==> src/rtl/pe_mode_sequencer_if.sv <==
// Scheduler/GLB <-> sequencer <-> PE signal bundle for one PE slot.
// The slave modport is the sequencer's view; master is the surrounding fabric.
interface pe_mode_sequencer_if #(
   parameter int DATA_W = 32,
   parameter int LEN_W  = 16
);
   // job descriptor
   logic              cfg_valid;
   logic              cfg_ready;
   logic [1:0]        cfg_mode;
   logic [LEN_W-1:0]  cfg_len;
   // operand stream
   logic              in_valid;
   logic              in_ready;
   logic [DATA_W-1:0] in_filter;
   logic [DATA_W-1:0] in_ifmap;
   logic [DATA_W-1:0] in_psum;
   // PE side
   logic [1:0]        pe_mode;
   logic [DATA_W-1:0] pe_filter;
   logic [DATA_W-1:0] pe_ifmap;
   logic [DATA_W-1:0] pe_psum;
   logic [DATA_W-1:0] pe_psum_out;
   // results and status
   logic              res_valid;
   logic [DATA_W-1:0] res_data;
   logic [3:0]        res_addr;
   logic              res_last;
   logic              busy;
   logic              done;
   logic              err;

   modport slave (
      input  cfg_valid, cfg_mode, cfg_len,
      input  in_valid, in_filter, in_ifmap, in_psum,
      input  pe_psum_out,
      output cfg_ready, in_ready,
      output pe_mode, pe_filter, pe_ifmap, pe_psum,
      output res_valid, res_data, res_addr, res_last,
      output busy, done, err
   );

   modport master (
      output cfg_valid, cfg_mode, cfg_len,
      output in_valid, in_filter, in_ifmap, in_psum,
      output pe_psum_out,
      input  cfg_ready, in_ready,
      input  pe_mode, pe_filter, pe_ifmap, pe_psum,
      input  res_valid, res_data, res_addr, res_last,
      input  busy, done, err
   );
endinterface

==> src/rtl/pe_mode_sequencer.sv <==
// Job-level controller for one mode-selectable PE: takes a job descriptor,
// streams operand beats into the PE, inserts mode-safe bubbles on stalls,
// tracks PE pipeline latency and returns tagged results, then pulses done.
module pe_mode_sequencer #(
   parameter int DATA_W     = 32,
   parameter int LEN_W      = 16,
   parameter int SPAD_DEPTH = 16
) (
   input  logic              clk,
   input  logic              reset,
   pe_mode_sequencer_if.slave bus
);

   localparam int ADDR_W = (SPAD_DEPTH > 1) ? $clog2(SPAD_DEPTH) : 1;

   localparam logic [1:0] MODE_FILT  = 2'b00;
   localparam logic [1:0] MODE_IFMAP = 2'b01;
   localparam logic [1:0] MODE_ACC   = 2'b10;
   localparam logic [1:0] MODE_OFF   = 2'b11;

   typedef enum logic [1:0] {
      IDLE  = 2'd0,
      RUN   = 2'd1,
      DRAIN = 2'd2,
      DONE  = 2'd3
   } state_e;

   state_e             state_q, state_d;
   logic [1:0]         mode_q, mode_d;
   logic [LEN_W-1:0]   len_q;
   logic [LEN_W-1:0]   count_q;
   logic               done_q, err_q;

   logic [1:0]         pe_mode_q;
   logic [DATA_W-1:0]  pe_filter_q, pe_ifmap_q, pe_psum_q;

   // scratchpad address shadow; mirrors the PE's own pointer across jobs
   logic [ADDR_W-1:0]  addr_q;

   // stage 0: beat just registered onto pe_*; stage 1: MAC product stage
   logic               s0_valid_q, s0_last_q, s0_acc_q;
   logic [ADDR_W-1:0]  s0_addr_q;
   logic               s1_valid_q, s1_last_q;

   logic               res_valid_q, res_last_q;
   logic [3:0]         res_addr_q;

   logic               cfg_acc, beat_acc, last_beat, job_is_acc;

   assign cfg_acc    = (state_q == IDLE) && bus.cfg_valid;
   assign beat_acc   = (state_q == RUN) && bus.in_valid;
   assign last_beat  = beat_acc && (count_q == len_q - LEN_W'(1));
   assign job_is_acc = (mode_q == MODE_ACC);

   // next-state decode and the mode in force after the coming edge
   always_comb begin
      // NOTE: every variable gets a default before the case so no latch is inferred.
      state_d = state_q;
      mode_d  = cfg_acc ? bus.cfg_mode : mode_q;
      case (state_q)
         IDLE:  if (bus.cfg_valid) begin
                   state_d = ((bus.cfg_mode == MODE_OFF) || (bus.cfg_len == '0)) ? DONE : RUN;
                end
         RUN:   if (last_beat) state_d = DRAIN;
         DRAIN: if (res_valid_q && res_last_q) state_d = DONE;
         DONE:  state_d = IDLE;
         default: state_d = IDLE;
      endcase
   end

   // FSM state, PE operand registers, latency delay line and status outputs
   always_ff @(posedge clk) begin
      if (reset) begin
         state_q     <= IDLE;
         mode_q      <= MODE_OFF;
         len_q       <= '0;
         count_q     <= '0;
         done_q      <= 1'b0;
         err_q       <= 1'b0;
         pe_mode_q   <= MODE_OFF;
         pe_filter_q <= '0;
         pe_ifmap_q  <= '0;
         pe_psum_q   <= '0;
         addr_q      <= '0;
         s0_valid_q  <= 1'b0;
         s0_last_q   <= 1'b0;
         s0_acc_q    <= 1'b0;
         s0_addr_q   <= '0;
         s1_valid_q  <= 1'b0;
         s1_last_q   <= 1'b0;
         res_valid_q <= 1'b0;
         res_last_q  <= 1'b0;
         res_addr_q  <= '0;
      end else begin
         // NOTE: non-blocking assignments so every register samples pre-edge values.
         state_q <= state_d;
         mode_q  <= mode_d;
         if (cfg_acc) len_q <= bus.cfg_len;

         if (cfg_acc)       count_q <= '0;
         else if (beat_acc) count_q <= count_q + LEN_W'(1);

         // done/err are high exactly while in DONE; only an illegal mode flags err
         done_q <= (state_d == DONE);
         err_q  <= (state_d == DONE) && (mode_d == MODE_OFF);

         // PE inputs: live beat, else a bubble that keeps the PE state consistent
         if (beat_acc) begin
            pe_mode_q   <= mode_q;
            pe_filter_q <= bus.in_filter;
            pe_ifmap_q  <= bus.in_ifmap;
            pe_psum_q   <= bus.in_psum;
         end else begin
            // MAC bubbles keep the job mode so the PE pipe keeps shifting;
            // accumulate bubbles park on 11 so the PE address pointer holds.
            if (((state_d == RUN) || (state_d == DRAIN)) && (mode_d != MODE_ACC))
               pe_mode_q <= mode_d;
            else
               pe_mode_q <= MODE_OFF;
            pe_filter_q <= '0;
            pe_ifmap_q  <= '0;
            pe_psum_q   <= '0;
         end

         if (beat_acc && job_is_acc) begin
            if (addr_q == ADDR_W'(SPAD_DEPTH - 1)) addr_q <= '0;
            else                                   addr_q <= addr_q + ADDR_W'(1);
         end

         s0_valid_q <= beat_acc;
         s0_last_q  <= last_beat;
         s0_acc_q   <= job_is_acc;
         s0_addr_q  <= addr_q;

         // MAC results need one more edge than scratchpad reads
         s1_valid_q <= s0_valid_q && !s0_acc_q;
         s1_last_q  <= s0_last_q;

         res_valid_q <= (s0_valid_q && s0_acc_q) || s1_valid_q;
         res_last_q  <= (s0_valid_q && s0_acc_q && s0_last_q) || (s1_valid_q && s1_last_q);
         res_addr_q  <= (s0_valid_q && s0_acc_q) ? 4'(s0_addr_q) : 4'd0;
      end
   end

   assign bus.cfg_ready = (state_q == IDLE);
   assign bus.in_ready  = (state_q == RUN);
   assign bus.busy      = (state_q != IDLE);
   assign bus.done      = done_q;
   assign bus.err       = err_q;
   assign bus.pe_mode   = pe_mode_q;
   assign bus.pe_filter = pe_filter_q;
   assign bus.pe_ifmap  = pe_ifmap_q;
   assign bus.pe_psum   = pe_psum_q;
   assign bus.res_valid = res_valid_q;
   assign bus.res_data  = bus.pe_psum_out;
   assign bus.res_addr  = res_addr_q;
   assign bus.res_last  = res_last_q;

endmodule
==> src/flat_wrapper.sv <==
// flat-port wrapper written by rule: the top's interface ports become plain ports
module pe_mode_sequencer_flat 
#(
   parameter int DATA_W     = 32,
   parameter int LEN_W      = 16,
   parameter int SPAD_DEPTH = 16
)
  (clk, reset, bus_cfg_valid, bus_cfg_mode, bus_cfg_len, bus_in_valid, bus_in_filter, bus_in_ifmap, bus_in_psum, bus_pe_psum_out, bus_cfg_ready, bus_in_ready, bus_pe_mode, bus_pe_filter, bus_pe_ifmap, bus_pe_psum, bus_res_valid, bus_res_data, bus_res_addr, bus_res_last, bus_busy, bus_done, bus_err);
  pe_mode_sequencer_if #(.DATA_W(DATA_W), .LEN_W(LEN_W)) bus_i ();
  input  logic clk;
  input  logic reset;
  input wire logic [$bits(bus_i.cfg_valid)-1:0] bus_cfg_valid;
  input wire logic [$bits(bus_i.cfg_mode)-1:0] bus_cfg_mode;
  input wire logic [$bits(bus_i.cfg_len)-1:0] bus_cfg_len;
  input wire logic [$bits(bus_i.in_valid)-1:0] bus_in_valid;
  input wire logic [$bits(bus_i.in_filter)-1:0] bus_in_filter;
  input wire logic [$bits(bus_i.in_ifmap)-1:0] bus_in_ifmap;
  input wire logic [$bits(bus_i.in_psum)-1:0] bus_in_psum;
  input wire logic [$bits(bus_i.pe_psum_out)-1:0] bus_pe_psum_out;
  output wire logic [$bits(bus_i.cfg_ready)-1:0] bus_cfg_ready;
  output wire logic [$bits(bus_i.in_ready)-1:0] bus_in_ready;
  output wire logic [$bits(bus_i.pe_mode)-1:0] bus_pe_mode;
  output wire logic [$bits(bus_i.pe_filter)-1:0] bus_pe_filter;
  output wire logic [$bits(bus_i.pe_ifmap)-1:0] bus_pe_ifmap;
  output wire logic [$bits(bus_i.pe_psum)-1:0] bus_pe_psum;
  output wire logic [$bits(bus_i.res_valid)-1:0] bus_res_valid;
  output wire logic [$bits(bus_i.res_data)-1:0] bus_res_data;
  output wire logic [$bits(bus_i.res_addr)-1:0] bus_res_addr;
  output wire logic [$bits(bus_i.res_last)-1:0] bus_res_last;
  output wire logic [$bits(bus_i.busy)-1:0] bus_busy;
  output wire logic [$bits(bus_i.done)-1:0] bus_done;
  output wire logic [$bits(bus_i.err)-1:0] bus_err;
  assign bus_i.cfg_valid = bus_cfg_valid;
  assign bus_i.cfg_mode = bus_cfg_mode;
  assign bus_i.cfg_len = bus_cfg_len;
  assign bus_i.in_valid = bus_in_valid;
  assign bus_i.in_filter = bus_in_filter;
  assign bus_i.in_ifmap = bus_in_ifmap;
  assign bus_i.in_psum = bus_in_psum;
  assign bus_i.pe_psum_out = bus_pe_psum_out;
  assign bus_cfg_ready = bus_i.cfg_ready;
  assign bus_in_ready = bus_i.in_ready;
  assign bus_pe_mode = bus_i.pe_mode;
  assign bus_pe_filter = bus_i.pe_filter;
  assign bus_pe_ifmap = bus_i.pe_ifmap;
  assign bus_pe_psum = bus_i.pe_psum;
  assign bus_res_valid = bus_i.res_valid;
  assign bus_res_data = bus_i.res_data;
  assign bus_res_addr = bus_i.res_addr;
  assign bus_res_last = bus_i.res_last;
  assign bus_busy = bus_i.busy;
  assign bus_done = bus_i.done;
  assign bus_err = bus_i.err;
  pe_mode_sequencer #(.DATA_W(DATA_W), .LEN_W(LEN_W), .SPAD_DEPTH(SPAD_DEPTH)) u_core (.clk(clk), .reset(reset), .bus(bus_i));
endmodule
==> config.mk <==
export PLATFORM = sky130hd
export DESIGN_NAME = pe_mode_sequencer_flat
export DESIGN_NICKNAME = d
export VERILOG_FILES = /design/src/rtl/pe_mode_sequencer_if.sv /design/src/rtl/pe_mode_sequencer.sv /design/src/flat_wrapper.sv
export SDC_FILE = /design/constraint.sdc
export NUM_CORES = 1
export LEC_CHECK = 0
export BUFFER_PORTS_ARGS = -buffer_cell sky130_fd_sc_hd__buf_2
export CAP_MARGIN = 20
export CORE_ASPECT_RATIO = 0.75
export CORE_MARGIN = 4
export CORE_UTILIZATION = 47
export CTS_BUF_LIST = sky130_fd_sc_hd__clkbuf_4
export DETAILED_ROUTE_END_ITERATION = 10
export MAX_ROUTING_LAYER = met4
export PLACE_DENSITY = 0.93
export SETUP_SLACK_MARGIN = 0.15
export SLEW_MARGIN = 10
export SYNTH_ARGS = -nofsm -noshare
export SYNTH_HDL_FRONTEND = slang
export SYNTH_SLANG_ARGS = --single-unit
export TNS_END_PERCENT = 100
==> constraint.sdc <==
create_clock -name clk -period 4.51 [get_ports clk]
set_clock_uncertainty 0.2 [all_clocks]
set_input_delay 0.6765 -clock clk [delete_from_list [all_inputs] [get_ports clk]]
set_output_delay 0.6765 -clock clk [all_outputs]
set_load 0.1 [all_outputs]
### After elaboration in Yosys (flattened, before gate mapping)

Cells that the tools add are included.

| storage, ports and cells | value |
|---|---|
| register bits after elaboration | 155 |
| bits of input ports | 150 |
| output and inout port bits | 141 |
| word-level logic and storage cells | 68 |

| operators by class | value |
|---|---|
| add/subtract/negate cells | 3 |
| eq/ne operators | 12 |
| mux-type cells | 9 |
| bitwise gates (word level) | 2 |
| reductions and logical operators | 22 |

Operators by type and width:

| operator | number |
|---|---|
| adder 16 x 1 -> 16 bit (second input constant) | 1 |
| == test 16 bit | 1 |
| logical NOT 16 bit | 1 |
| subtractor 16 x 1 -> 16 bit (second input constant) | 1 |
| == test 2 bit (second input constant) | 7 |
| 2-to-1 mux 2 bit | 7 |
| logical AND 1 bit | 11 |
| one-hot mux 2 bit (4 select lines) | 1 |
| OR reduction 2 bit | 3 |
| adder 4 x 1 -> 4 bit (second input constant) | 1 |
| == test 2 x 1 -> 1 bit (second input constant) | 2 |
| == test 4 bit (second input constant) | 1 |
| logical OR 1 bit | 4 |
| 2-to-1 mux 4 bit | 1 |
| logical NOT 2 bit | 1 |
| inequality test 2 bit (second input constant) | 1 |
| inverter 1 bit | 2 |
| nonzero test 2 bit | 1 |
| logical NOT 1 bit | 1 |

### Logic depth before layout (Yosys ltp)

Gate-level depths: netlist of the first run.

| depth | value |
|---|---|
| depth after elaboration | 10 |
| depth in mapped cells | 11 |
| gate-level depth less buffers | 11 |

### Worst setup path before layout of the first run

No wires, ideal clock.

| path | value |
|---|---|
| path kind | register to register |
| start | reg u_core.state_q[0] |
| end | reg u_core.count_q[12] |
| setup time | 70 ps |
| arrival time | 3,171 ps |
| slack | 1,069 ps |
| cell stages (with the launch flop) | 6 |
| buffers on the path | 0 |
| clock period less this slack | 3,441 ps |
| cells stage by stage | dfxtp_1 nor2b_1 nand3_1 or3_1 or3_1 a21oi_1 |

RTL lines:

| what | RTL line | text |
|---|---|---|
| start: declaration | pe_mode_sequencer.sv:28 | `state_e state_q, state_d;` |
| start signal: assignment | pe_mode_sequencer.sv:96 | `state_q <= state_d;` |
| == test 2 x 1 -> 1 bit | -- |  |
| via bus_in_ready | flat_wrapper.sv:21 | `output wire logic [$bits(bus_i.in_ready)-1:0] bus_in_ready;` |
| logical AND 1 bit | pe_mode_sequencer.sv:51 | `assign beat_acc = (state_q == RUN) && bus.in_valid;` |
| end signal: assignment | pe_mode_sequencer.sv:101 | `else if (beat_acc) count_q <= count_q + LEN_W'(1);` |
| end: declaration | pe_mode_sequencer.sv:31 | `logic [LEN_W-1:0] count_q;` |

The timed path passes the listed nets, and every way through them passes these cells.
A chain may end at the register's enable or synchronous reset.

### Worst setup path after layout of the first run

| path | value |
|---|---|
| start | reg u_core.len_q[0] |
| end | reg u_core.pe_mode_q[0] (netlist: u_core.bus.pe_mode[0]) |

| on the way | value |
|---|---|
| cells in the longest elaborated chain, start to end | 10 |

Ends and longest elaborated chain:

| what | RTL line | text |
|---|---|---|
| start: declaration | pe_mode_sequencer.sv:30 | `logic [LEN_W-1:0] len_q;` |
| start signal: assignment | pe_mode_sequencer.sv:98 | `if (cfg_acc) len_q <= bus.cfg_len;` |
| subtractor 16 x 1 -> 16 bit * | pe_mode_sequencer.sv:52 | `assign last_beat = beat_acc && (count_q == len_q - LEN_W'(1));` |
| == test 16 bit * | pe_mode_sequencer.sv:52 |  |
| logical AND 1 bit * | pe_mode_sequencer.sv:52 |  |
| 2-to-1 mux 2 bit * | pe_mode_sequencer.sv:64 | `RUN: if (last_beat) state_d = DRAIN;` |
| one-hot mux 2 bit (4 select lines) * | pe_mode_sequencer.sv:60 | `case (state_q)` |
| via u_core.state_d[0] | pe_mode_sequencer.sv:28 |  |
| == test 2 x 1 -> 1 bit / == test 2 bit (equally long branches) | pe_mode_sequencer.sv:116 | `if (((state_d == RUN) \|\| (state_d == DRAIN)) && (mode_d != MODE_ACC))` |
| logical OR 1 bit * | pe_mode_sequencer.sv:116 |  |
| logical AND 1 bit * | pe_mode_sequencer.sv:116 |  |
| 2-to-1 mux 2 bit * | pe_mode_sequencer.sv:116 |  |
| 2-to-1 mux 2 bit * | pe_mode_sequencer.sv:108 | `if (beat_acc) begin` |
| end signal: assignment | pe_mode_sequencer.sv:109 | `pe_mode_q <= mode_q;` |
| end signal: assignment | pe_mode_sequencer.sv:117 | `pe_mode_q <= mode_d;` |
| end: declaration | pe_mode_sequencer.sv:34 | `logic [1:0] pe_mode_q;` |

Mark *: on every way through the listed nets, which the timed path passes. The rest lies on a longest branch.

==> reports/summary.txt, run 1 <==
PLACE
----------------------------------------------------------------------------------------
Post-DP HPWL                                                                     10.7 mm
PortBufs                                                                             226
Dpl ws                                                                            932 ps
Weighted congestion reported at the end of routability-driven placement            0.932

ROUTE
----------------------------------------------------------------------------------------
Violation count after the first detailed-route iteration                             193
Count of antenna-violating nets left after detailed routing                            0
DRC viols                                                                              0
Total Routed Length                                                              13.6 mm
First drt pass iteration count                                                         5
Wire length per cell                                                             14.6 um
Count of vias placed by the detailed router                                         4504
Via density                                                                         4.81

POWER AND IR DROP
----------------------------------------------------------------------------------------
Power density over cell area                                                 403 nW/um^2
Maximum ir drop on the vdd rail                                                 0.262 mV
Leakage power                                                                    3.30 nW

CLOCKING
----------------------------------------------------------------------------------------
Hold-fix buffers, CTS                                                                  0
Register clock-pin slew on the reported worst setup and hold paths                160 ps
Clock tree from TritonCTS                                                           done
Post-CTS setup-driven buffer insertion count                                           0
Clock Tree Buf Depth                                                                   2
Cell chosen for the clock root                                              sky130_fd_sc_hd__clkbuf_4
Total of cells resized after clock tree synthesis                                      0
Clock insertion delay at the later pin of the skew report                         520 ps
CTS Buf Count                                                                         17
TritonCTS Sinks                                                                      155
H-Tree Level Count                                                                     4

FLOORPLANNING
----------------------------------------------------------------------------------------
FP Rows                                                                               34
Die footprint                                                                13800 sq um
Vertical extent of the die                                                        103 um
Starting density of the core                                                       0.482
Core ar.                                                                     11700 sq um
Boundary Pins                                                                        291
Die W                                                                             134 um

TIMING
----------------------------------------------------------------------------------------
Post-Route Hold Slack                                                             129 ps
Time the worst path needs with I/O delays and setup                              3590 ps
Setup-failing EPs final                                                                0
Final number of hold-violating endpoints                                               0
Measured slew at the worst slew-check pin                                         749 ps
Final setup margin                                                                916 ps
Final setup TNS                                                                     0 ps
Share of the cycle needed by the critical path after routing                       0.797
Normalized max-slew margin                                                         0.497
Maximum clock rate                                                               278 MHz
Fin. max-slew vios                                                                     0
RSZ-0062 raised after global routing                                                  no

STATUS
----------------------------------------------------------------------------------------
Status                                                                      complete, no violations

LOGIC SYNTHESIS
----------------------------------------------------------------------------------------
Yosys reg bits                                                                       155
Mean cell area of the mapped netlist                                          9.89 sq um
Distinct cell type count of the synthesized netlist                                   53
Number of instances in the synthesized netlist                                       568
Primary FF master, synth                                                    sky130_fd_sc_hd__dfxtp_1
Sequential cell area fraction in the yosys report                                  0.553
Yosys Warn Count                                                                       0
Share of synthesized flip-flops with an asynchronous set or reset                      0
Synthesized cell area                                                         5620 sq um
Syn_nets                                                                             722
Number of flops mapped to enable cells by yosys                                        0

SETUP PATH
----------------------------------------------------------------------------------------
CP arrival                                                                       3820 ps
Buffering stage count on the worst path with inverters included                        0
CP max-delay cell                                                           sky130_fd_sc_hd__or4_1
Peak per-stage delay on the critical path                                         610 ps
Critical path peak fanout                                                              7
Setup crit end kind                                                             register
CP Class                                                                    register to register
Startpoint Class                                                                register
Critical path cell sequence                                                 or4_1 -> nor4_1 -> mux2_1 -> a2111oi_2 -> a311oi_1 -> or2_1 -> ha_1 -> nand3_1 -> o32a_1
Critical Path RT                                                                 4730 ps
Category of cells accounting for the largest share of critical-path delay   simple AND/OR/NAND/NOR gates

CELLS AND AREA
----------------------------------------------------------------------------------------
Final Net Count                                                                      914
Post-Route Utilization                                                             0.596
Filler cells                                                                        1024
Proportion of layout cells with a drive suffix above 1                             0.348
Area growth from synthesis to layout                                               23.7%

MIN PATH
----------------------------------------------------------------------------------------
Worst Hold Class                                                            primary input to register

GRT
----------------------------------------------------------------------------------------
Initial antenna violation count                                                        2
GR Overflow Total                                                                      0
First-pass GRT wire length                                                       20.9 mm
Vias in the first global route                                                      4414
Maximum number of pins on one net before global-route repair                          98
Overall track demand over capacity in global routing                               0.201

RUN
----------------------------------------------------------------------------------------
Number of maximum-capacitance violations                                               0

==> flip-flops by register name (all words and copies together), names as in the netlist <==
signal and flops:
u_core.mode_q 2, u_core.bus.pe_mode 2, u_core.bus.err 1, u_core.count_q 16, u_core.addr_q 4, u_core.bus.res_addr 4, u_core.s0_valid_q 1, u_core.bus.res_last 1
u_core.len_q 16, u_core.s1_last_q 1, u_core.bus.pe_filter 32, u_core.state_q 2, u_core.s0_last_q 1, u_core.bus.done 1, u_core.bus.res_valid 1, u_core.s1_valid_q 1
u_core.bus.pe_psum 32, u_core.s0_addr_q 4, u_core.s0_acc_q 1, u_core.bus.pe_ifmap 32
==> final cells by class <==
class	instances	area [sq um]	share of cell area
clock buffers	17	128	0.0184
multi-input cells	349	2160	0.311
well taps	162	203	0.0292
repair buffers	227	1140	0.164
inverters	10	37.5	0.00540
flip-flops and latches	155	3100	0.447
clock inverters	15	175	0.0252
diodes	2	5.00	0.000720
==> power breakdown <==
group	total [W]	internal [W]	switching (W)
sequential	0.00144	0.00141	0.0000301
combinational	0.000482	0.000140	0.000342
clock	0.000879	0.000352	0.000527
total	0.00280	0.00190	0.000899
==> kinds of logic (layout without fill, tap and decap cells) <==
group,after synthesis,in the layout,synth area share
flip-flops,155,155,0.553
adder cells (fa/ha/maj),4,4,0.00891
XOR/XNOR,31,31,0.0508
buffers and inverters,64,269,0.0646
multiplexers,4,4,0.00735
AO/OA/AOI/OAI,62,62,0.0682
AND/OR/NAND/NOR,248,248,0.248
other,0,2,0
==> synthesized netlist by cell type (2+ instances only) <==
cell                          n  share of area
sky130_fd_sc_hd__and3_1       3         0.0033
sky130_fd_sc_hd__clkbuf_1    20          0.013
sky130_fd_sc_hd__o22ai_1      2         0.0022
sky130_fd_sc_hd__a31oi_1      3         0.0033
sky130_fd_sc_hd__ha_1         4         0.0089
sky130_fd_sc_hd__o21ai_0     12          0.011
sky130_fd_sc_hd__buf_2        2         0.0018
sky130_fd_sc_hd__nand2_1     53          0.035
sky130_fd_sc_hd__nor4_2       2         0.0045
sky130_fd_sc_hd__nor4_1       8         0.0089
sky130_fd_sc_hd__o2111ai_1    2         0.0031
sky130_fd_sc_hd__a21oi_1     29          0.026
sky130_fd_sc_hd__inv_1        9         0.0060
sky130_fd_sc_hd__xor2_1      21          0.033
sky130_fd_sc_hd__xnor2_1      9          0.014
sky130_fd_sc_hd__nand3_1      8         0.0071
sky130_fd_sc_hd__dfxtp_1    155           0.55
sky130_fd_sc_hd__nand2b_1     6         0.0067
sky130_fd_sc_hd__mux2i_1      3         0.0053
sky130_fd_sc_hd__a211oi_1     2         0.0027
sky130_fd_sc_hd__nand4_1      6         0.0067
sky130_fd_sc_hd__nor3_1       4         0.0036
sky130_fd_sc_hd__buf_4       32          0.043
sky130_fd_sc_hd__and2_1     102           0.11
sky130_fd_sc_hd__nor2b_1      9          0.010
sky130_fd_sc_hd__nor2_1      26          0.017
sky130_fd_sc_hd__or3_1       10          0.011
==> placed cells by master, fill, tap and decap left out, types with 2 or more instances in the layout <==
cell                          n
sky130_fd_sc_hd__a211oi_1     2
sky130_fd_sc_hd__a21oi_1     29
sky130_fd_sc_hd__a31oi_1      3
sky130_fd_sc_hd__and2_1     102
sky130_fd_sc_hd__and3_1       3
sky130_fd_sc_hd__buf_2      226
sky130_fd_sc_hd__bufinv_16    2
sky130_fd_sc_hd__clkbuf_4    17
sky130_fd_sc_hd__dfxtp_1    155
sky130_fd_sc_hd__diode_2      2
sky130_fd_sc_hd__ha_1         4
sky130_fd_sc_hd__inv_1        9
sky130_fd_sc_hd__inv_6        7
sky130_fd_sc_hd__inv_8        3
sky130_fd_sc_hd__mux2i_1      3
sky130_fd_sc_hd__nand2_1     53
sky130_fd_sc_hd__nand2b_1     6
sky130_fd_sc_hd__nand3_1      8
sky130_fd_sc_hd__nand4_1      6
sky130_fd_sc_hd__nor2_1      25
sky130_fd_sc_hd__nor2b_1      9
sky130_fd_sc_hd__nor3_1       4
sky130_fd_sc_hd__nor4_1       8
sky130_fd_sc_hd__nor4_2       2
sky130_fd_sc_hd__o2111ai_1    2
sky130_fd_sc_hd__o21ai_0     12
sky130_fd_sc_hd__o22ai_1      2
sky130_fd_sc_hd__or3_1       10
sky130_fd_sc_hd__xnor2_1      9
sky130_fd_sc_hd__xor2_1      21
==> routing by layer <==
layer,global-route usage,routed length [um],vias to the layer above
li1,-,-,2224
met1,0.218,5260,2081
met2,0.340,6970,174
met3,0.0737,1070,25
met4,0.0837,340,0
met5,-,0,-
==> per-stage QoR <==
| stage | power (W) | instances | area (sq um) |
|---|---|---|---|
| floorplan | 0.00196 | 568 | 5620 |
| global placement | 0.00194 | 903 | 6640 |
| detailed placement | 0.00195 | 903 | 6640 |
| CTS | 0.00283 | 935 | 6940 |
| global route | 0.00292 | 937 | 6950 |
| finish | 0.00280 | 937 | 6950 |
==> path summary, 6_finish.rpt <==
check                       start               endpoint  slack, ps  cells after the start
setup / recovery  u_core.len_q[0]  u_core.bus.pe_mode[0]        920                      9
hold / removal     bus_in_psum[8]  u_core.bus.pe_psum[8]        130                      2
setup reg to reg  u_core.len_q[0]  u_core.bus.pe_mode[0]        920                      9
hold reg to reg   u_core.s0_acc_q      u_core.s1_valid_q        220                      1
(Power assumes the default switching activity.)
==> inputs of run 2 (changes only) <==
Clock period 4.51 ns to 3.7 ns, I/O delays scaled along.
==> run 2 against run 1 <==
Via count increased by 12%. Critical path type unchanged. Critical endpoint unchanged. Total power increased by 30%. Flip-flop and latch count unchanged. Final area is 14% higher. Final cell count grew 10%. Utilization rose by 8.6 points. First-iteration DRC count is 32% higher. Clock power rose by 34%.
==> reports/summary.txt, run 2 (same netlist as run 1, synthesis figures left out) <==
TIMING
--------------------------------------------------------------------------------------
Share of the cycle needed by the critical path after routing                     0.919
Normalized max-slew margin                                                       0.475
Fin. max-slew vios                                                                   0
Final number of hold-violating endpoints                                             0
RSZ-0062 raised after global routing                                                no
Measured slew at the worst slew-check pin                                       786 ps
Final setup TNS                                                                   0 ps
Time the worst path needs with I/O delays and setup                            3400 ps
Setup-failing EPs final                                                              0
Post-Route Hold Slack                                                          48.0 ps
Maximum clock rate                                                             294 MHz

POWER AND IR DROP
--------------------------------------------------------------------------------------
Internal power consumption                                                   0.00247 W
Switching part of the total power                                                0.321
Power density over cell area                                               457 nW/um^2
Total power draw                                                             0.00363 W
Maximum ir drop on the vdd rail                                               0.322 mV
Comb power frac                                                                  0.192
Leakage power                                                                  3.73 nW
Share of power burned in the clock network                                       0.324
Power share of the sequential group                                              0.483
P_sw                                                                         0.00117 W

MIN PATH
--------------------------------------------------------------------------------------
Worst Hold Class                                                          primary input to register

CELLS AND AREA
--------------------------------------------------------------------------------------
Area growth from synthesis to layout                                             41.6%
Commonest cells after routing, fill and taps aside                        226 x sky130_fd_sc_hd__buf_2, 155 x sky130_fd_sc_hd__dfxtp_1, 102 x sky130_fd_sc_hd__and2_1
Post-Route Utilization                                                           0.682
Most common cell after layout, fill and taps aside                        sky130_fd_sc_hd__buf_2
Final cell area excluding filler cells                                      7950 sq um
Proportion of layout cells with a drive suffix above 1                           0.317
Final Net Count                                                                   1011

CLOCKING
--------------------------------------------------------------------------------------
Cell chosen for the clock root                                            sky130_fd_sc_hd__clkbuf_4
Clock Tree Buf Depth                                                                 2
Clock tree from TritonCTS                                                         done
H-Tree Level Count                                                                   4
CTS Buf Count                                                                       17
TritonCTS Sinks                                                                    155
Clock insertion delay at the later pin of the skew report                       520 ps
Register clock-pin slew on the reported worst setup and hold paths              150 ps

PLACE
--------------------------------------------------------------------------------------
Weighted congestion reported at the end of routability-driven placement          0.946
Area post-placement                                                         6660 sq um
Post-DP HPWL                                                                   10.7 mm
PortBufs                                                                           226

FLOORPLANNING
--------------------------------------------------------------------------------------
Vertical extent of the die                                                      103 um
Boundary Pins                                                                      291
Die W                                                                           134 um
Core ar.                                                                   11700 sq um
FP Rows                                                                             34
Starting density of the core                                                     0.482
Die footprint                                                              13800 sq um

ROUTE
--------------------------------------------------------------------------------------
Via density                                                                       4.89
First drt pass iteration count                                                       5
Wire length per cell                                                           16.7 um
Count of vias placed by the detailed router                                       5056
Total Routed Length                                                            17.2 mm
DRC viols                                                                            0
Violation count after the first detailed-route iteration                           254
Count of antenna-violating nets left after detailed routing                          0

SETUP PATH
--------------------------------------------------------------------------------------
Startpoint Class                                                              register
Critical path peak fanout                                                            6
Critical Path RT                                                               3930 ps
CP Class                                                                  register to register
CP arrival                                                                     3630 ps
Setup crit end kind                                                           register

GRT
--------------------------------------------------------------------------------------
Overall track demand over capacity in global routing                             0.250
Maximum number of pins on one net before global-route repair                        40
GR Overflow Total                                                                    0
Initial antenna violation count                                                      1
First-pass GRT wire length                                                     25.9 mm
Vias in the first global route                                                    5086

STATUS
--------------------------------------------------------------------------------------
Status                                                                    complete, no violations

RUN
--------------------------------------------------------------------------------------
Number of maximum-capacitance violations                                             0

==> run 2: cell type report <==
cell class                 instances  area (sq um)
clock buffer                      17           128
antenna                            1          2.50
clock inverter                    15           201
inverter                          10          37.5
multi-input combinational        349          2180
tap                              162           203
fill                             883          3700
timing repair buffer             324          2100
sequential                       155          3100
==> run 2: per-layer routing <==
| metal | global-route usage | up-vias | share of wire |
|---|---|---|---|
| li1 | - | 2413 | - |
| met1 | 0.267 | 2357 | 0.38 |
| met2 | 0.440 | 240 | 0.51 |
| met3 | 0.0698 | 46 | 0.067 |
| met4 | 0.108 | 0 | 0.035 |
| met5 | - | - | 0 |
==> run 2: final timing paths <==
path                       start                endpoint  cells after the start  slack [ps]
min reg2reg  u_core.s0_addr_q[3]  u_core.bus.res_addr[3]                      1         240
max reg2reg      u_core.len_q[0]   u_core.bus.pe_mode[0]                     12         300
max              u_core.len_q[0]   u_core.bus.pe_mode[0]                     12         300
min              bus_in_psum[15]  u_core.bus.pe_psum[15]                      2          50
==> run 2: stage by stage <==
stage	std cells	setup WS, ps
floorplan	568	259
global placement	906	286
detailed placement	906	177
CTS	1030	168
global route	1033	130
finish	1033	300
==> run 2: critical path, stage by stage (launching register included) <==
cell	delay, ps
sky130_fd_sc_hd__dfxtp_1	340
sky130_fd_sc_hd__buf_4	150
sky130_fd_sc_hd__inv_1	50
sky130_fd_sc_hd__ha_1	190
sky130_fd_sc_hd__or3b_4	430
sky130_fd_sc_hd__nor4_4	290
sky130_fd_sc_hd__mux2i_1	160
sky130_fd_sc_hd__a2111oi_4	400
sky130_fd_sc_hd__a311oi_1	180
sky130_fd_sc_hd__or2_1	250
sky130_fd_sc_hd__ha_1	300
sky130_fd_sc_hd__nand3_1	90
sky130_fd_sc_hd__o32a_1	280
==> run 2: power groups by stage <==
stage	Sequential (W)	Combinational, W	Clock, W
after floorplan	0.00198	0.000415	0
after global placement	0.00179	0.000579	0
after detailed placement	0.00179	0.000589	0
after CTS	0.00175	0.000667	0.00118
after global routing	0.00176	0.000736	0.00127
final	0.00176	0.000699	0.00118
==> run 2: timing repair <==
| item | 4_1_cts | 5_1_grt |
|---|---|---|
| hold buffers | 92 | 1 |
| buffers inserted | 0 | 1 |
| hold endpoints to repair | 92 | 1 |
| gates resized for setup | 0 | 3 |
| setup endpoints to repair | 0 | 1 |
==> inputs of run 3 (changes only) <==
Settings changed: ABC_AREA set to 1, PLACE_DENSITY 0.93 to 0.92.
==> run 3 against run 2 <==
Global-route usage rose by 0.098 points. Flip-flop and latch count did not move. Via count rose by 11%. Wire length rose by 0.23%. First-iteration DRC count rose by 24%. Final cell count rose by 17%. Sequential power barely moved. Sequential share of layout area fell by 0.44 points. Critical path depth rose by 5. Largest power group unchanged.
==> reports/summary.txt, run 3 <==
STATUS
----------------------------------------------------------------------------------------
Status                                                                      complete, no violations

GRT
----------------------------------------------------------------------------------------
Maximum number of pins on one net before global-route repair                          39
Initial antenna violation count                                                        0
Overall track demand over capacity in global routing                               0.251
First-pass GRT wire length                                                       27.5 mm
GR Overflow Total                                                                      0
Vias in the first global route                                                      5726

CELLS AND AREA
----------------------------------------------------------------------------------------
Proportion of layout cells with a drive suffix above 1                             0.270
Multi-input logic area                                                        1820 sq um
Area growth from synthesis to layout                                               38.7%
Commonest cells after routing, fill and taps aside                          226 x sky130_fd_sc_hd__buf_2, 170 x sky130_fd_sc_hd__nor2_1, 155 x sky130_fd_sc_hd__dfxtp_1
Area of all sequential standard cells                                         3100 sq um
Final Net Count                                                                     1192
Final cell count without fillers                                                    1213
Diode count                                                                            0
Filler cells                                                                         921
Most common cell after layout, fill and taps aside                          sky130_fd_sc_hd__buf_2

LOGIC SYNTHESIS
----------------------------------------------------------------------------------------
Library cell with the highest instance count after synthesis                sky130_fd_sc_hd__nor2_1
Fraction of synthesized cell area taken by the top area cell type                  0.535
Yosys Warn Count                                                                       0
Synthesized cell area                                                         5800 sq um
Number of flops mapped to enable cells by yosys                                        0
Leading post-synthesis cells by cell area                                   sky130_fd_sc_hd__dfxtp_1 54%, sky130_fd_sc_hd__nor2_1 11%, sky130_fd_sc_hd__inv_1 9.4%
Number of instances in the synthesized netlist                                       749
Primary FF master, synth                                                    sky130_fd_sc_hd__dfxtp_1
Share of synthesized flip-flops with an asynchronous set or reset                      0
Distinct cell type count of the synthesized netlist                                   34
Sequential cell area fraction in the yosys report                                  0.535
Yosys reg bits                                                                       155
Mean cell area of the mapped netlist                                          7.74 sq um
Top cell type by total area after synthesis                                 sky130_fd_sc_hd__dfxtp_1
Syn_nets                                                                             903
Synth cell count leaders                                                    170 x sky130_fd_sc_hd__nor2_1, 155 x sky130_fd_sc_hd__dfxtp_1, 146 x sky130_fd_sc_hd__inv_1

POWER AND IR DROP
----------------------------------------------------------------------------------------
Power density over cell area                                                 439 nW/um^2
Internal power consumption                                                     0.00227 W
Maximum ir drop on the vdd rail                                                 0.237 mV
Share of power burned in the clock network                                         0.292
Switching part of the total power                                                  0.357
P_sw                                                                           0.00126 W
Leakage power                                                                    4.35 nW
Power share of the sequential group                                                0.498
Comb power frac                                                                    0.210

TIMING
----------------------------------------------------------------------------------------
Fin. max-slew vios                                                                     0
Maximum clock rate                                                               376 MHz
Final setup TNS                                                                     0 ps
Final number of hold-violating endpoints                                               0
Normalized max-slew margin                                                         0.516
Share of the cycle needed by the critical path after routing                       0.719
Time the worst path needs with I/O delays and setup                              2660 ps
Final setup margin                                                               1040 ps
Setup-failing EPs final                                                                0
RSZ-0062 raised after global routing                                                  no
Measured slew at the worst slew-check pin                                         725 ps

SETUP PATH
----------------------------------------------------------------------------------------
CP max-delay cell                                                           sky130_fd_sc_hd__dfxtp_1
Category of cells accounting for the largest share of critical-path delay   simple AND/OR/NAND/NOR gates
Most Frequent Cell on Critical Path                                         sky130_fd_sc_hd__nand2_1
Setup crit end kind                                                             register
R2R Setup Slk                                                                    1040 ps
Peak per-stage delay on the critical path                                         350 ps
Startpoint Class                                                                register
Critical path cell sequence                                                 inv_1 -> ha_1 -> nand2_1 -> nor2_1 -> nand2_1 -> nand2_1 -> nand2_1 -> nor2_1 -> nand2_1 -> nor2_1 -> nand3_2 -> nand2_1 -> nand2_1 -> ha_1 -> nand2_1 -> nor2_1 -> a22oi_1
Buffering stage count on the worst path with inverters included                        1
Critical Path RT                                                                 3920 ps
CP arrival                                                                       2880 ps
CP Class                                                                    register to register
Critical path peak fanout                                                              6

ROUTE
----------------------------------------------------------------------------------------
Count of vias placed by the detailed router                                         5635
DRC viols                                                                              0
Total Routed Length                                                              17.3 mm
Count of antenna-violating nets left after detailed routing                            0
First drt pass iteration count                                                         5
Wire length per cell                                                             14.3 um
Violation count after the first detailed-route iteration                             314
Via density                                                                         4.65

FLOORPLANNING
----------------------------------------------------------------------------------------
Die footprint                                                                14200 sq um
FP Rows                                                                               34
Vertical extent of the die                                                        104 um
Die W                                                                             136 um
Starting density of the core                                                       0.490
Core ar.                                                                     11800 sq um
Boundary Pins                                                                        291

MIN PATH
----------------------------------------------------------------------------------------
Worst Hold Class                                                            primary input to register

CLOCKING
----------------------------------------------------------------------------------------
Clock Tree Buf Depth                                                                   2
Post-CTS setup-driven buffer insertion count                                           0
Cell chosen for the clock root                                              sky130_fd_sc_hd__clkbuf_4
Register clock-pin slew on the reported worst setup and hold paths                140 ps
CTS Buf Count                                                                         17
H-Tree Level Count                                                                     4
Hold-fix buffers, CTS                                                                 88
TritonCTS Sinks                                                                      155
Clock insertion delay at the later pin of the skew report                         530 ps
Clock tree from TritonCTS                                                           done
Total of cells resized after clock tree synthesis                                      0

RUN
----------------------------------------------------------------------------------------
Number of maximum-capacitance violations                                               0

PLACE
----------------------------------------------------------------------------------------
PortBufs                                                                             226
Weighted congestion reported at the end of routability-driven placement            0.982
Cell count after placement                                                          1092
Dpl ws                                                                           1070 ps
Post-DP HPWL                                                                     11.2 mm

run 3: power by group through the flow:
| stage | registers, W | clock network, W | logic (W) |
|---|---|---|---|
| after floorplan | 0.00198 | 0 | 0.000460 |
| after global placement | 0.00179 | 0 | 0.000635 |
| after detailed placement | 0.00179 | 0 | 0.000650 |
| after CTS | 0.00176 | 0.00105 | 0.000727 |
| after global routing | 0.00177 | 0.00113 | 0.000802 |
| final | 0.00176 | 0.00103 | 0.000741 |
run 3: final cells by class:
type                            count  area share
Inverter                          152      0.0709
Multi-Input combinational cell    394       0.226
Sequential cell                   155       0.386
Tap cell                          162      0.0252
Clock buffer                       17      0.0159
Timing Repair Buffer              318       0.254
Clock inverter                     15      0.0218
run 3: logic make-up after synthesis:
group,share of synthesized area
and+or+nand+nor,0.229
buffers and inverters,0.151
DFF,0.535
AOI/OAI and AO/OA,0.0583
xor gates and xnor gates,0.0181
adders and majority gates,0.00863
run 3: metrics by stage:
step / cell area [sq um] / total power [W] / hold slack [ps] / utilization
finish: 8040 / 0.00353 / 49.4 / 0.680
global route: 8040 / 0.00369 / 0.399 / 0.680
CTS: 8030 / 0.00354 / 0.450 / 0.679
detailed placement: 6850 / 0.00244 / 200 / 0.579
global placement: 6850 / 0.00243 / 198 / 0.579
floorplan: 5800 / 0.00244 / 191 / -
run 3: layer usage:
metal	global-route usage	routed length (um)	up-vias
met5	-	0	-
met3	0.0745	1540	35
li1	-	-	2773
met2	0.426	8670	260
met1	0.287	6780	2567
met4	0.0683	301	0
run 3: worst min-delay path, delay by kind of cell:
kind	cells	cell delay (ps)
simple gates	1	40
buf+inv	2	130
run 3: worst paths after layout:
| check | cells past startpoint | end | start |
|---|---|---|---|
| max | 17 | u_core.bus.pe_mode[0] | u_core.len_q[0] |
| min | 3 | u_core.bus.pe_psum[9] | bus_in_psum[9] |
| max reg2reg | 17 | u_core.bus.pe_mode[0] | u_core.len_q[0] |
| min reg2reg | 2 | u_core.bus.res_addr[0] | u_core.s0_addr_q[0] |
